===== src/rtl/fwd_pkg.sv =====
// Shared constants for the forwarding scoreboard: select encoding, operand packing and depth bound.
package fwd_pkg;

   localparam int FWD_SEL_RF    = 0;
   localparam int FWD_MAX_DEPTH = 7;

   // Operand k of a packed source bus starts at this bit.
   function automatic int srcLsb(input int k, input int width);
      return k * width;
   endfunction

endpackage


===== src/rtl/forwarding_scoreboard_if.sv =====
// Pipeline-side signal bundle of the forwarding scoreboard; the scoreboard is the slave.
interface forwarding_scoreboard_if #(
   parameter int NUM_SRC = 2,
   parameter int REG_AW  = 5,
   parameter int SEL_W   = 3
);
   logic                      hold_i;
   logic                      flush_i;
   logic                      ex_valid_i;
   logic [REG_AW-1:0]         ex_rd_i;
   logic                      ex_regwrite_i;
   logic                      ex_memread_i;
   logic [NUM_SRC*REG_AW-1:0] ex_rs_i;
   logic [NUM_SRC*REG_AW-1:0] id_rs_i;
   logic [NUM_SRC*SEL_W-1:0]  fwd_sel_o;
   logic                      load_use_stall_o;
   logic [31:0]               fwd_count_o;
   logic [31:0]               stall_count_o;

   modport master (
      output hold_i, flush_i, ex_valid_i, ex_rd_i, ex_regwrite_i, ex_memread_i, ex_rs_i, id_rs_i,
      input  fwd_sel_o, load_use_stall_o, fwd_count_o, stall_count_o
   );

   modport slave (
      input  hold_i, flush_i, ex_valid_i, ex_rd_i, ex_regwrite_i, ex_memread_i, ex_rs_i, id_rs_i,
      output fwd_sel_o, load_use_stall_o, fwd_count_o, stall_count_o
   );
endinterface


===== src/rtl/fwd_src_match.sv =====
// Priority match of one EX source against the in-flight destination history; youngest stage wins.
module fwd_src_match
   import fwd_pkg::*;
#(
   parameter int DEPTH  = 2,
   parameter int REG_AW = 5,
   parameter int SEL_W  = 3
) (
   input  logic [DEPTH-1:0]        histValid,
   input  logic [DEPTH*REG_AW-1:0] histRd,
   input  logic [REG_AW-1:0]       rs,
   output logic [SEL_W-1:0]        sel
);

   // Scan oldest to youngest so a younger hit overwrites an older one.
   always_comb begin
      sel = SEL_W'(FWD_SEL_RF);
      for (int s = DEPTH; s >= 1; s--) begin
         if (histValid[s-1] && (histRd[(s-1)*REG_AW +: REG_AW] == rs)) begin
            sel = SEL_W'(s);
         end
      end
   end

endmodule


===== src/rtl/forwarding_scoreboard.sv =====
// Forwarding/hazard unit beside EX: destination history, per-source bypass selects, load-use stall.
// Optional saturating statistics counters are built when FWD_STATS_EN is defined.
module forwarding_scoreboard
   import fwd_pkg::*;
#(
   parameter int NUM_SRC = 2,
   parameter int DEPTH   = 2,
   parameter int REG_AW  = 5,
   parameter int SEL_W   = 3
) (
   input logic                    clk_i,
   input logic                    rst_i,
   forwarding_scoreboard_if.slave bus
);

   // Bit/field s-1 holds stage s; stage 1 is the youngest (MEM).
   logic [DEPTH-1:0]         histValid;
   logic [DEPTH*REG_AW-1:0]  histRd;
   logic                     enterHist;
   logic                     stall;
   logic [NUM_SRC-1:0]       idHit;
   logic [NUM_SRC*SEL_W-1:0] selFlat;

   // x0 is never entered, so an x0 source can never match.
   assign enterHist = bus.ex_valid_i & bus.ex_regwrite_i & ~bus.flush_i & (bus.ex_rd_i != '0);

   always_ff @(posedge clk_i) begin
      if (rst_i) begin
         histValid <= '0;
         histRd    <= '0;
      end else if (!bus.hold_i) begin
         histValid <= (histValid << 1) | DEPTH'(enterHist);
         histRd    <= (histRd << REG_AW) | (DEPTH*REG_AW)'(bus.ex_rd_i);
      end
   end

   genvar gi;
   generate
      for (gi = 0; gi < NUM_SRC; gi++) begin : g_src
         fwd_src_match #(
            .DEPTH  (DEPTH),
            .REG_AW (REG_AW),
            .SEL_W  (SEL_W)
         ) u_match (
            .histValid (histValid),
            .histRd    (histRd),
            .rs        (bus.ex_rs_i[srcLsb(gi, REG_AW) +: REG_AW]),
            .sel       (selFlat[gi*SEL_W +: SEL_W])
         );

         assign idHit[gi] = (bus.id_rs_i[srcLsb(gi, REG_AW) +: REG_AW] == bus.ex_rd_i);
      end
   endgenerate

   // Only stage 1 is too early for load data; older stages already hold it.
   assign stall = enterHist & bus.ex_memread_i & (|idHit);

   assign bus.fwd_sel_o        = selFlat;
   assign bus.load_use_stall_o = stall;

`ifdef FWD_STATS_EN
   localparam int INC_W = $clog2(NUM_SRC + 1);

   logic [31:0]      fwdCount;
   logic [31:0]      stallCount;
   logic [INC_W-1:0] fwdInc;
   logic [32:0]      fwdSum;

   always_comb begin
      fwdInc = '0;
      for (int k = 0; k < NUM_SRC; k++) begin
         if (selFlat[k*SEL_W +: SEL_W] != SEL_W'(FWD_SEL_RF)) begin
            fwdInc = fwdInc + INC_W'(1);
         end
      end
      fwdSum = {1'b0, fwdCount} + 33'(fwdInc);
   end

   always_ff @(posedge clk_i) begin
      if (rst_i) begin
         fwdCount   <= '0;
         stallCount <= '0;
      end else if (!bus.hold_i) begin
         if (bus.ex_valid_i) begin
            fwdCount <= fwdSum[32] ? 32'hFFFF_FFFF : fwdSum[31:0];
         end
         if (stall && (stallCount != 32'hFFFF_FFFF)) begin
            stallCount <= stallCount + 32'd1;
         end
      end
   end

   assign bus.fwd_count_o   = fwdCount;
   assign bus.stall_count_o = stallCount;
`else
   assign bus.fwd_count_o   = '0;
   assign bus.stall_count_o = '0;
`endif

endmodule


===== src/flat_wrapper.sv =====
// flat-port wrapper written by rule: the top's interface ports become plain ports
module forwarding_scoreboard_flat import fwd_pkg::*;
#(
   parameter int NUM_SRC = 2,
   parameter int DEPTH   = 2,
   parameter int REG_AW  = 5,
   parameter int SEL_W   = 3
)
  (clk_i, rst_i, bus_hold_i, bus_flush_i, bus_ex_valid_i, bus_ex_rd_i, bus_ex_regwrite_i, bus_ex_memread_i, bus_ex_rs_i, bus_id_rs_i, bus_fwd_sel_o, bus_load_use_stall_o, bus_fwd_count_o, bus_stall_count_o);
  forwarding_scoreboard_if #(.NUM_SRC(NUM_SRC), .REG_AW(REG_AW), .SEL_W(SEL_W)) bus_i ();
  input logic clk_i;
  input logic rst_i;
  input wire logic [$bits(bus_i.hold_i)-1:0] bus_hold_i;
  input wire logic [$bits(bus_i.flush_i)-1:0] bus_flush_i;
  input wire logic [$bits(bus_i.ex_valid_i)-1:0] bus_ex_valid_i;
  input wire logic [$bits(bus_i.ex_rd_i)-1:0] bus_ex_rd_i;
  input wire logic [$bits(bus_i.ex_regwrite_i)-1:0] bus_ex_regwrite_i;
  input wire logic [$bits(bus_i.ex_memread_i)-1:0] bus_ex_memread_i;
  input wire logic [$bits(bus_i.ex_rs_i)-1:0] bus_ex_rs_i;
  input wire logic [$bits(bus_i.id_rs_i)-1:0] bus_id_rs_i;
  output wire logic [$bits(bus_i.fwd_sel_o)-1:0] bus_fwd_sel_o;
  output wire logic [$bits(bus_i.load_use_stall_o)-1:0] bus_load_use_stall_o;
  output wire logic [$bits(bus_i.fwd_count_o)-1:0] bus_fwd_count_o;
  output wire logic [$bits(bus_i.stall_count_o)-1:0] bus_stall_count_o;
  assign bus_i.hold_i = bus_hold_i;
  assign bus_i.flush_i = bus_flush_i;
  assign bus_i.ex_valid_i = bus_ex_valid_i;
  assign bus_i.ex_rd_i = bus_ex_rd_i;
  assign bus_i.ex_regwrite_i = bus_ex_regwrite_i;
  assign bus_i.ex_memread_i = bus_ex_memread_i;
  assign bus_i.ex_rs_i = bus_ex_rs_i;
  assign bus_i.id_rs_i = bus_id_rs_i;
  assign bus_fwd_sel_o = bus_i.fwd_sel_o;
  assign bus_load_use_stall_o = bus_i.load_use_stall_o;
  assign bus_fwd_count_o = bus_i.fwd_count_o;
  assign bus_stall_count_o = bus_i.stall_count_o;
  forwarding_scoreboard #(.NUM_SRC(NUM_SRC), .DEPTH(DEPTH), .REG_AW(REG_AW), .SEL_W(SEL_W)) u_core (.clk_i(clk_i), .rst_i(rst_i), .bus(bus_i));
endmodule

===== config.mk =====
export PLATFORM = sky130hd
export DESIGN_NAME = forwarding_scoreboard_flat
export DESIGN_NICKNAME = d
export VERILOG_FILES = /design/src/rtl/fwd_pkg.sv /design/src/rtl/forwarding_scoreboard_if.sv /design/src/rtl/fwd_src_match.sv /design/src/rtl/forwarding_scoreboard.sv /design/src/flat_wrapper.sv
export SDC_FILE = /design/constraint.sdc
export NUM_CORES = 1
export LEC_CHECK = 0
export ABC_AREA = 0
export CAP_MARGIN = 15
export CORE_MARGIN = 3
export CORE_UTILIZATION = 30
export CTS_CLUSTER_SIZE = 12
export DETAILED_ROUTE_END_ITERATION = 8
export PLACE_DENSITY = 0.84
export SYNTH_ARGS = -nofsm -noshare
export SYNTH_HDL_FRONTEND = slang
export SYNTH_HIERARCHICAL = 1
export SYNTH_SLANG_ARGS = --single-unit

===== constraint.sdc =====
create_clock -name clk_i -period 1.2 [get_ports clk_i]
set_input_delay 0.24 -clock clk_i [delete_from_list [all_inputs] [get_ports clk_i]]
set_output_delay 0.24 -clock clk_i [all_outputs]
set_load 0.02 [all_outputs]

==> flow_summary.ini <==
[sta]
maxSlewViolCount = 0
final_hold_viol_count = 0
min_period_ns = 1.68
rsz0062_at_grt = yes
post-route-period-util_pct = 140
finClkSkew_ns = 0.000289
post-route-worst-setup-slack_ns = -0.484
setup_viol = 5
max_freq_mhz = 594

[grt]
grt_pass1_vias = 874
grt_pass1_wl_um = 3780
grt-ovfl-total = 0
grt_use_total_pct = 9.49
antenna_found_initial = 0
grt_max_degree = 13

[setup_path]
path_class = flop to output port
end_kind = output port
worstPathArrival_ns = 1.44
cp_data_required_time_ns = 0.96
reg2reg_depth = 3
cp_max_fo = 3
crit_path_start_kind = flop

[status]
violations = setup timing
status = finished with violations

[floorplan]
row_count = 23
start_util_pct = 31.9
boundaryPins = 103
dieWidth_um = 72.1
core_area_um2 = 4120
die_area_um2 = 5200
die_height_um = 72.1

[pwr]
leakage_nw = 0.912
power.density_nw_per_um2 = 750
fin_total_pwr_w = 0.00130
peakVddDrop_mv = 0.276

[detailed_routing]
drcViolationCount = 0
wl_per_cell_um = 10.2
vias = 976
vias_per_cell = 3.74
ant_nets = 0
dr.pass1.iters = 4
first_iter_violations = 19
drt-total-wl_um = 2650

[clock_tree]
root_buffer = clkbuf_8
path_clk_slew_ns = 0.05
insertion_delay_ns = 0.23
cts_tree = done
h-tree-depth = 1
clockBufferDepth = 2
cts_buffers = 3
clock-sinks = 12
post_cts_buffers = 0

[hold_path]
worstHoldPathType = input port to flop
hold_path_depth = 3

[synthesis]
ys_seq_area_share_pct = 18.3
synthArstFlopShare_pct = 0
synth_top_cells_by_count = buf_4 (66), xnor2_1 (22), dfxtp_1 (12), nor2_1 (12), mux2i_1 (11)
yosys_warnings = 6
synth-xor-area-share_pct = 20.0
syn_area_um2 = 1310
synthFlopType = dfxtp_1
synth_top_family_by_area = buffers and inverters
ys_ff_latch = 12
netlist-cell-type-count = 19
synth-compound-area-share_pct = 2.19
yosysTopAreaCell = buf_4
yosys.area_share.simple_pct = 11.7
yosys.cell_count.top_type = buf_4
synthCells = 158
synth.area.top_cells = buf_4 (38%), dfxtp_1 (18%), xnor2_1 (15%)
synth_top_area_share_pct = 37.8
avgSynthCellArea_um2 = 8.30
yosys.area_share.adder_pct = 0
synth_edf_count = 0
synth_mux_area_share_pct = 8.40

[placement]
pre_cts_ws_ns = -1.09
place.gp.congestion = 0.721
io_buffers = 36
dp_hpwl_um = 2280

[layout]
layout.nets = 245
drive_gt1_share_pct = 22.7
final.fill_count = 419
n_antenna_cell = 0
area_growth_syn_to_layout_pct = 32.3

[flow_run]
drv_cap = 0
## path summary, 6_finish.rpt
path / startpoint / endpoint / slack [ns]
hold reg to reg: u_core/histRd[7] / u_core/histRd[7] / 0.55
setup / recovery: u_core/histRd[3] / bus_fwd_sel_o[4] / -0.48
hold / removal: bus_hold_i / u_core/histValid[0] / 0.35
setup reg to reg: u_core/histValid[0] / u_core/histValid[0] / 0.38
## power by group
| part | internal (W) | leakage [nW] | switching (W) |
|---|---|---|---|
| logic | 0.000202 | 0.791 | 0.000313 |
| clock network | 0.000219 | 0.0216 | 0.000127 |
| registers | 0.000418 | 0.0992 | 0.0000212 |
## layout by cell type (no fill, tap or decap), types with 2 or more instances in the layout
| cell | Yosys | final |
|---|---|---|
| a311oi_2 | 0 | 2 |
| and3_4 | 0 | 3 |
| buf_4 | 66 | 20 |
| buf_6 | 0 | 4 |
| clkbuf_2 | 0 | 3 |
| clkbuf_8 | 0 | 3 |
| clkdlybuf4s50_1 | 0 | 6 |
| conb_1 | 3 | 66 |
| dfxtp_1 | 12 | 9 |
| dfxtp_2 | 0 | 3 |
| dlygate4sd2_1 | 0 | 9 |
| dlymetal6s2s_1 | 0 | 11 |
| mux2i_1 | 11 | 11 |
| nand2_1 | 6 | 6 |
| nand3_1 | 2 | 2 |
| nand4_1 | 2 | 2 |
| nor2_1 | 12 | 11 |
| nor4_2 | 2 | 2 |
| or4_4 | 0 | 2 |
| xnor2_1 | 22 | 20 |
| xnor2_2 | 0 | 2 |
| xor2_1 | 8 | 7 |
## critical path: stages (launching register included)
cell and delay, ns:
dfxtp_2 0.33, xor2_1 0.15, nor4_2 0.32, buf_4 0.16, a311oi_2 0.07, buf_4 0.17
## what timing repair did
action,4_1_cts,5_1_grt
endpoints found under the setup margin,6,6
pin swaps,11,19
hold buffers,0,0
gates cloned,0,0
resized for setup,46,25
## final cells by class
class | count | area [um2] | area share, %
repair buffers | 55 | 517 | 29.8
clock buffers | 3 | 41.3 | 2.38
well taps | 50 | 62.6 | 3.61
flip-flops and latches | 12 | 244 | 14.1
multi-input cells | 141 | 870 | 50.1
## flip-flops by register name, summed over array words and instances (netlist names)
| register | count |
|---|---|
| u_core/histRd | 10 |
| u_core/histValid | 2 |
## kinds of logic (layout without fill, tap and decap cells)
logic type / after synthesis / after routing
buffers and inverters: 68 / 58
XOR/XNOR: 30 / 30
AND/OR/NAND/NOR: 30 / 30
flip-flops: 12 / 12
multiplexers: 11 / 11
AO/OA/AOI/OAI: 4 / 4
other: 3 / 66
## routing by layer
layer | global-route usage, % | up-vias | part of all wire, % | wire length (um)
met3 | 2.77 | 4 | 12 | 307
li1 | - | 482 | - | -
met4 | 5.64 | 0 | 1.7 | 45
met2 | 16.9 | 66 | 51 | 1340
met5 | 0 | - | 0 | 0
met1 | 9.77 | 424 | 36 | 959
## stage by stage
step	std cells	hold WS [ns]	TNS, ns	area, um2	utilization [%]
6_report	261	0.347	-2.16	1730	42.1
3_5_place_dp	258	0.552	-7.34	1650	40.1
4_1_cts	261	0.522	-2.33	1700	41.3
5_1_grt	261	0.373	-2.46	1730	42.1
3_3_place_gp	258	0.511	-7.03	1650	40.1
2_1_floorplan	221	0.309	-0.467	1580	-
Power figures use the tool's default switching activity.
==> variant 1: new RTL, config.mk and constraints unchanged <==
Build with the macro `FWD_STATS_EN` defined.
--- a/src/rtl/forwarding_scoreboard.sv
+++ b/src/rtl/forwarding_scoreboard.sv
@@ -2,2 +2,4 @@
 // Optional saturating statistics counters are built when FWD_STATS_EN is defined.
+`define FWD_STATS_EN
+
 module forwarding_scoreboard
Behaviour: not the same (Yosys sat finds a counterexample within 4 cycles, from zero or initial values and one cycle with rst_i high).
==> variant 1 against the original RTL <==
The run still ends with negative setup slack left; wire length grew to 5.6 times the old value; power grew to 4.5 times the old value; utilization is 15 points higher; global-route usage is 9.2 points higher; synthesized area grew to 3.1 times the old value; cell area grew to 4.3 times the old value; worst setup slack worse by 1.7 ns; sequential cell count is 64 higher; clock skew is 0.0045 ns higher; register-to-register slack worse by 2.5 ns; maximum frequency is 50% lower; critical path type is now reg -> reg; largest cell class unchanged.
==> variant 1: results (changes against the original RTL) <==
stage;metric;value;unit;change
outcome;outcome;complete, but fails checks;;
outcome;violations;negative setup slack;;
synthesis;synth_common_cells;dfxtp_1, a21oi_1, xnor2_1;;
finish;stdcell_count;906;;+250%
placement;dpl-instance-area;6400;sq um;+290%
pwr;comb_cell_power;575;uW;+12%
global_routing;antenna_found_initial;1;;+1
clock_tree;clock_path_buffers;2;;unchanged
synthesis;ys_seq_area_share;37.4;%;+19 points
detailed_routing;vias_per_cell;5.10;;+36%
placement;dp.cells;863;;+230%
timing;setup_ws;-2.15;ns;-1.67 ns
pwr;clkPwrFrac;46.0;%;+19 points
placement;io_buffer_count;100;;+180%
global_routing;grt_pass1_wl;22600;um;+500%
global_routing;grt_use_met1;21.8;%;+12 points
timing;hold_ws;0.229;ns;-0.118 ns
finish;nFillCells;1048;;+150%
placement;place_hpwl;9480;um;+310%
global_routing;met3_usage;3.96;%;+1.2 points
synthesis;syn_inst;472;;+200%
synthesis;synthArstFlopShare;0;%;unchanged
finish;nets;766;;+210%
clock_tree;worstSkewPairLatency;0.32;ns;+0.09 ns
worst_setup_path;crit_path_max_fanout;8;;+5
pwr;power_leader;the clock network;;
clock_tree;cts_max_level;3;;+2
clock_tree;cts_buffers;9;;+6
worst_setup_path;r2r-end;u_core/bus.fwd_count_o[16];;
detailed_routing;wire_per_inst;16.5;um;+62%
min_path;hold_end;u_core/histRd[4];;
synthesis;synthTopCellsByArea;dfxtp_1, xnor2_1, a21oi_1;;
placement;dp_slack;-2.59;ns;-1.50 ns
synthesis;ys_types;52;;+33
min_path;holdCritStartpoint;bus_ex_rd_i[4];;
clock_tree;cts-root-buf;clkbuf_16;;
global_routing;grt_max_degree;40;;+27
worst_setup_path;critPathLaunch;u_core/histRd[1];;
global_routing;grtUsageMet2;33.5;%;+17 points
pwr;power_switching;1350;uW;+190%
pwr;p_int;4460;uW;+430%
pwr;p_leak;0.00302;uW;+230%
detailed_routing;drt-met1-wl;5800;um;+500%
global_routing;grt_pass1_vias;4691;;+440%
timing;setup_violations;70;;+65
timing;fin_worst_skew;0.00476;ns;+0.00447 ns
detailed_routing;dr.max_layer_used;met5;;
detailed_routing;wl_met2;8020;um;+500%
detailed_routing;drt-initial-drc-count;301;;+282
detailed_routing;route.met3.wl;781;um;+150%
global_routing;groute.usage.overall;18.7;%;+9.2 points
finish;drive_gt1_share;60.2;%;+37 points
worst_setup_path;worstRegToRegCells;12;;+9
-- variant 1: changes by cell type after synthesis, sizes merged, moves of 17 or more --
cell and change:
dfxtp +64, buf -57, a21oi +52, nand2 +25, nand3 +24, nor2 +24, or3 +20, xnor2 +19
nand4 +17, o21ai +17
-- variant 1: cell families (layout without fill, tap and decap cells) --
family	after synthesis	after routing	synth area share, %
simple gates	191	195	26.7
other cells	2	2	0.185
mux	20	20	5.11
buf+inv	35	293	4.71
flops	76	76	37.4
xor+xnor	61	61	13.1
compound gates	82	82	11.0
fa+ha+maj	5	5	1.72
-- variant 1: worst max-delay path: stages (launching register included) --
cell	delay [ns]
dfxtp_4	0.36
xor2_2	0.16
nor4_4	0.33
a311oi_2	0.15
or3_1	0.35
ha_1	0.30
ha_2	0.18
inv_2	0.04
fa_2	0.35
nor3_4	0.26
nand2_4	0.12
or3_4	0.49
a21oi_1	0.18
-- variant 1: worst max-delay path by stage --
stage,endpoint
finish,u_core/bus.fwd_count_o[16]
global route,u_core/bus.fwd_count_o[16]
CTS,u_core/bus.fwd_count_o[7]
detailed placement,u_core/bus.fwd_count_o[7]
global placement,u_core/bus.fwd_count_o[30]
floorplan,u_core/bus.fwd_count_o[30]
-- variant 1: timing repair --
| action | CTS | global route |
|---|---|---|
| buffers inserted | 17 | 11 |
| pin swaps | 40 | 23 |
| endpoints found under the setup margin | 134 | 125 |
| cloned | 6 | 0 |
| gates resized for setup | 464 | 150 |
-- variant 1: cell type report --
cell class	instances	area, sq um	area share (%)
multi-input combinational	365	2980	40.0
timing repair buffer	266	2300	30.9
sequential	76	1610	21.6
clock buffer	13	282	3.78
tap	172	215	2.89
inverter	11	41.3	0.555
clock inverter	3	17.5	0.235
==> variant 2: new RTL, same settings <==
Without the edit above. `NUM_SRC` is set to 2 in 3 places; all go to 4.
--- a/src/rtl/forwarding_scoreboard_if.sv
+++ b/src/rtl/forwarding_scoreboard_if.sv
@@ -2,3 +2,3 @@
 interface forwarding_scoreboard_if #(
-   parameter int NUM_SRC = 2,
+   parameter int NUM_SRC = 4,
    parameter int REG_AW  = 5,
--- a/src/rtl/forwarding_scoreboard.sv
+++ b/src/rtl/forwarding_scoreboard.sv
@@ -5,3 +5,3 @@
 #(
-   parameter int NUM_SRC = 2,
+   parameter int NUM_SRC = 4,
    parameter int DEPTH   = 2,
--- a/src/flat_wrapper.sv
+++ b/src/flat_wrapper.sv
@@ -3,3 +3,3 @@
 #(
-   parameter int NUM_SRC = 2,
+   parameter int NUM_SRC = 4,
    parameter int DEPTH   = 2,
Interface: changed (resized bus_ex_rs_i, bus_fwd_sel_o and bus_id_rs_i); port bits go from 103 to 129. The function was not compared with the original's and may differ.
==> variant 2 against the original RTL <==
The run still ends with negative setup slack left; die area rose by 31%; worst setup slack got worse by 0.046 ns; cell area rose by 52%; clock skew rose by 0.0037 ns; wire length rose by 76%; synthesized area rose by 34%; power rose by 28%; critical path depth did not move; sequential cell count did not move; sequential share of layout area fell by 4.3 points; critical path type unchanged.
==> variant 2: results (changes against the original RTL) <==
stage;metric;value;unit;change
worst_setup_path;worstRegToRegCells;2;;-1
placement;gp_congestion;0.795;;+10%
finish;top_regs;u_core/histRd (10), u_core/histValid (2);;
synthesis;synthFlopType;dfxtp_1;;
global_routing;groute.usage.overall;12.3;%;+2.8 points
synthesis;ys_warn_count;6;;unchanged
synthesis;ys_seq_area_share;13.7;%;-4.6 points
pwr;ir_worst_vdd;0.292;mV;+5.7%
synthesis;synth_top_area_share;29.6;%;-8.2 points
timing;setup_ws;-0.530;ns;-0.0457 ns
finish;nets;346;;+41%
timing;fin_tns_setup;-4.27;ns;-2.12 ns
worst_setup_path;rr_startpoint;u_core/histValid[0];;
synthesis;ys_types;20;;+1
finish;top_register;u_core/histRd;;
outcome;violations;negative setup slack;;
global_routing;grt_pass1_wl;6390;um;+69%
clock_tree;cts_max_level;1;;unchanged
detailed_routing;wire_per_inst;12.8;um;+26%
worst_setup_path;critPathLaunch;u_core/histRd[3];;
worst_setup_path;r2r_slack;0.27;ns;-0.11 ns
global_routing;grt_max_degree;13;;unchanged
timing;setup_violations;9;;+4
placement;place_hpwl;3540;um;+55%
clock_tree;worstSkewPairLatency;0.24;ns;
worst_setup_path;worstPathArrival;1.49;ns;+0.05 ns
detailed_routing;drt-pass1-iter-count;4;;unchanged
placement;io_buffer_count;60;;+67%
global_routing;antenna_found_initial;0;;unchanged
worst_setup_path;crit_path_max_fanout;5;;+2
pwr;p_leak;0.00137;uW;+51%
synthesis;synthTopCellsByArea;buf_4, xnor2_1, dfxtp_1;;
clock_tree;cts-root-buf;clkbuf_8;;
timing;slew_violations;0;;unchanged
detailed_routing;drt-initial-drc-count;32;;+13
min_path;hold_depth;4;;+1
min_path;min-delay-path-class;in -> reg;;
clock_tree;cts.clk_slew.worst_paths;0.05;ns;about the same
pwr;p_int;1050;uW;+25%
worst_setup_path;r2r-end;u_core/histValid[1];;
clock_tree;clock_path_buffers;2;;unchanged
clock_tree;cts_buffers;3;;unchanged
finish;nFillCells;551;;+32%
global_routing;grt_pass1_vias;1442;;+65%
synthesis;synth_common_cells;buf_4, xnor2_1, xor2_1;;
detailed_routing;vias;1438;;+47%
placement;dpl-instance-area;2370;sq um;+44%
timing;fin_worst_skew;0.00397;ns;+0.00368 ns
finish;n_antenna_cell;0;;unchanged
finish;drive_gt1_share;29.0;%;+6.3 points
worst_setup_path;endpoint;bus_fwd_sel_o[4];;
outcome;outcome;complete, but fails checks;;
[variant 2: changes by cell type in the layout (fill, tap and decap cells not counted), sizes merged, moves of 7 or more]
cell and delta:
buf +20, xnor2 +18, dlygate4sd2 +7, dlymetal6s2s +14, xor2 +12
[variant 2: kinds of logic (layout without fill, tap and decap cells)]
kind of cell              count (synthesis)  after routing  synth area share, %
buffers and inverters                    75             95                 33.0
xor gates and xnor gates                 60             60                 30.0
muxes                                    12             12                 6.85
other                                     5             68                 1.07
and+or+nand+nor                          39             39                 12.2
AOI/OAI and AO/OA                         7              7                 3.21
DFF                                      12             12                 13.7
[variant 2: cell type report]
type                       count  area, sq um  area share (%)
clock buffer                   4         55.1            2.09
multi-input combinational    186         1350            50.9
sequential                    12          258            9.76
tap                           72         90.1            3.41
timing repair buffer          91          892            33.8
[variant 2: worst min path at each step]
stage                           startpoint                to  slack, ns
after floorplan                      rst_i  u_core/histRd[9]       0.31
after global placement    u_core/histRd[4]  u_core/histRd[4]       0.58
after detailed placement  u_core/histRd[1]  u_core/histRd[1]       0.59
after CTS                 u_core/histRd[2]  u_core/histRd[7]       0.59
after global routing        bus_ex_rd_i[1]  u_core/histRd[1]       0.45
final                       bus_ex_rd_i[1]  u_core/histRd[1]       0.42
[variant 2: power by group through the flow]
stage	Combinational (uW)	Clock [uW]	Sequential (uW)
floorplan	620	0	455
global placement	721	0	465
detailed placement	735	0	465
CTS	720	448	455
global route	847	473	458
finish	784	431	455
[variant 2: timing repair]
item	CTS	global route
pin swaps	12	30
endpoints found under the setup margin	10	10
gates resized for setup	75	69
cloned	0	0
setup buffers	1	4
[variant 2: critical path, cell delays in order, from the launching register on]
cell	delay [ns]
dfxtp_4	0.37
xor2_2	0.15
nor4_2	0.30
buf_4	0.16
a311oi_2	0.08
buf_4	0.19
[variant 2: metrics by stage]
stage               cells  total power, uW  worst slack (ns)  util [%]
floorplan             273             1070            -0.141         -
global placement      356             1190             -1.14      42.6
detailed placement    356             1200             -1.19      42.6
CTS                   361             1620            -0.548      43.4
global route          365             1780            -0.609      47.4
finish                365             1670            -0.530      47.4
[variant 2: metal layers]
layer / wire (um) / vias to the layer above / global-route usage [%] / part of all wire [%]
met5: 0 / - / 0 / 0
met2: 2620 / 69 / 23.9 / 56
met1: 1700 / 666 / 13.4 / 36
li1: - / 701 / - / -
met3: 342 / 2 / 2.28 / 7.3
met4: 19 / 0 / 2.82 / 0.41
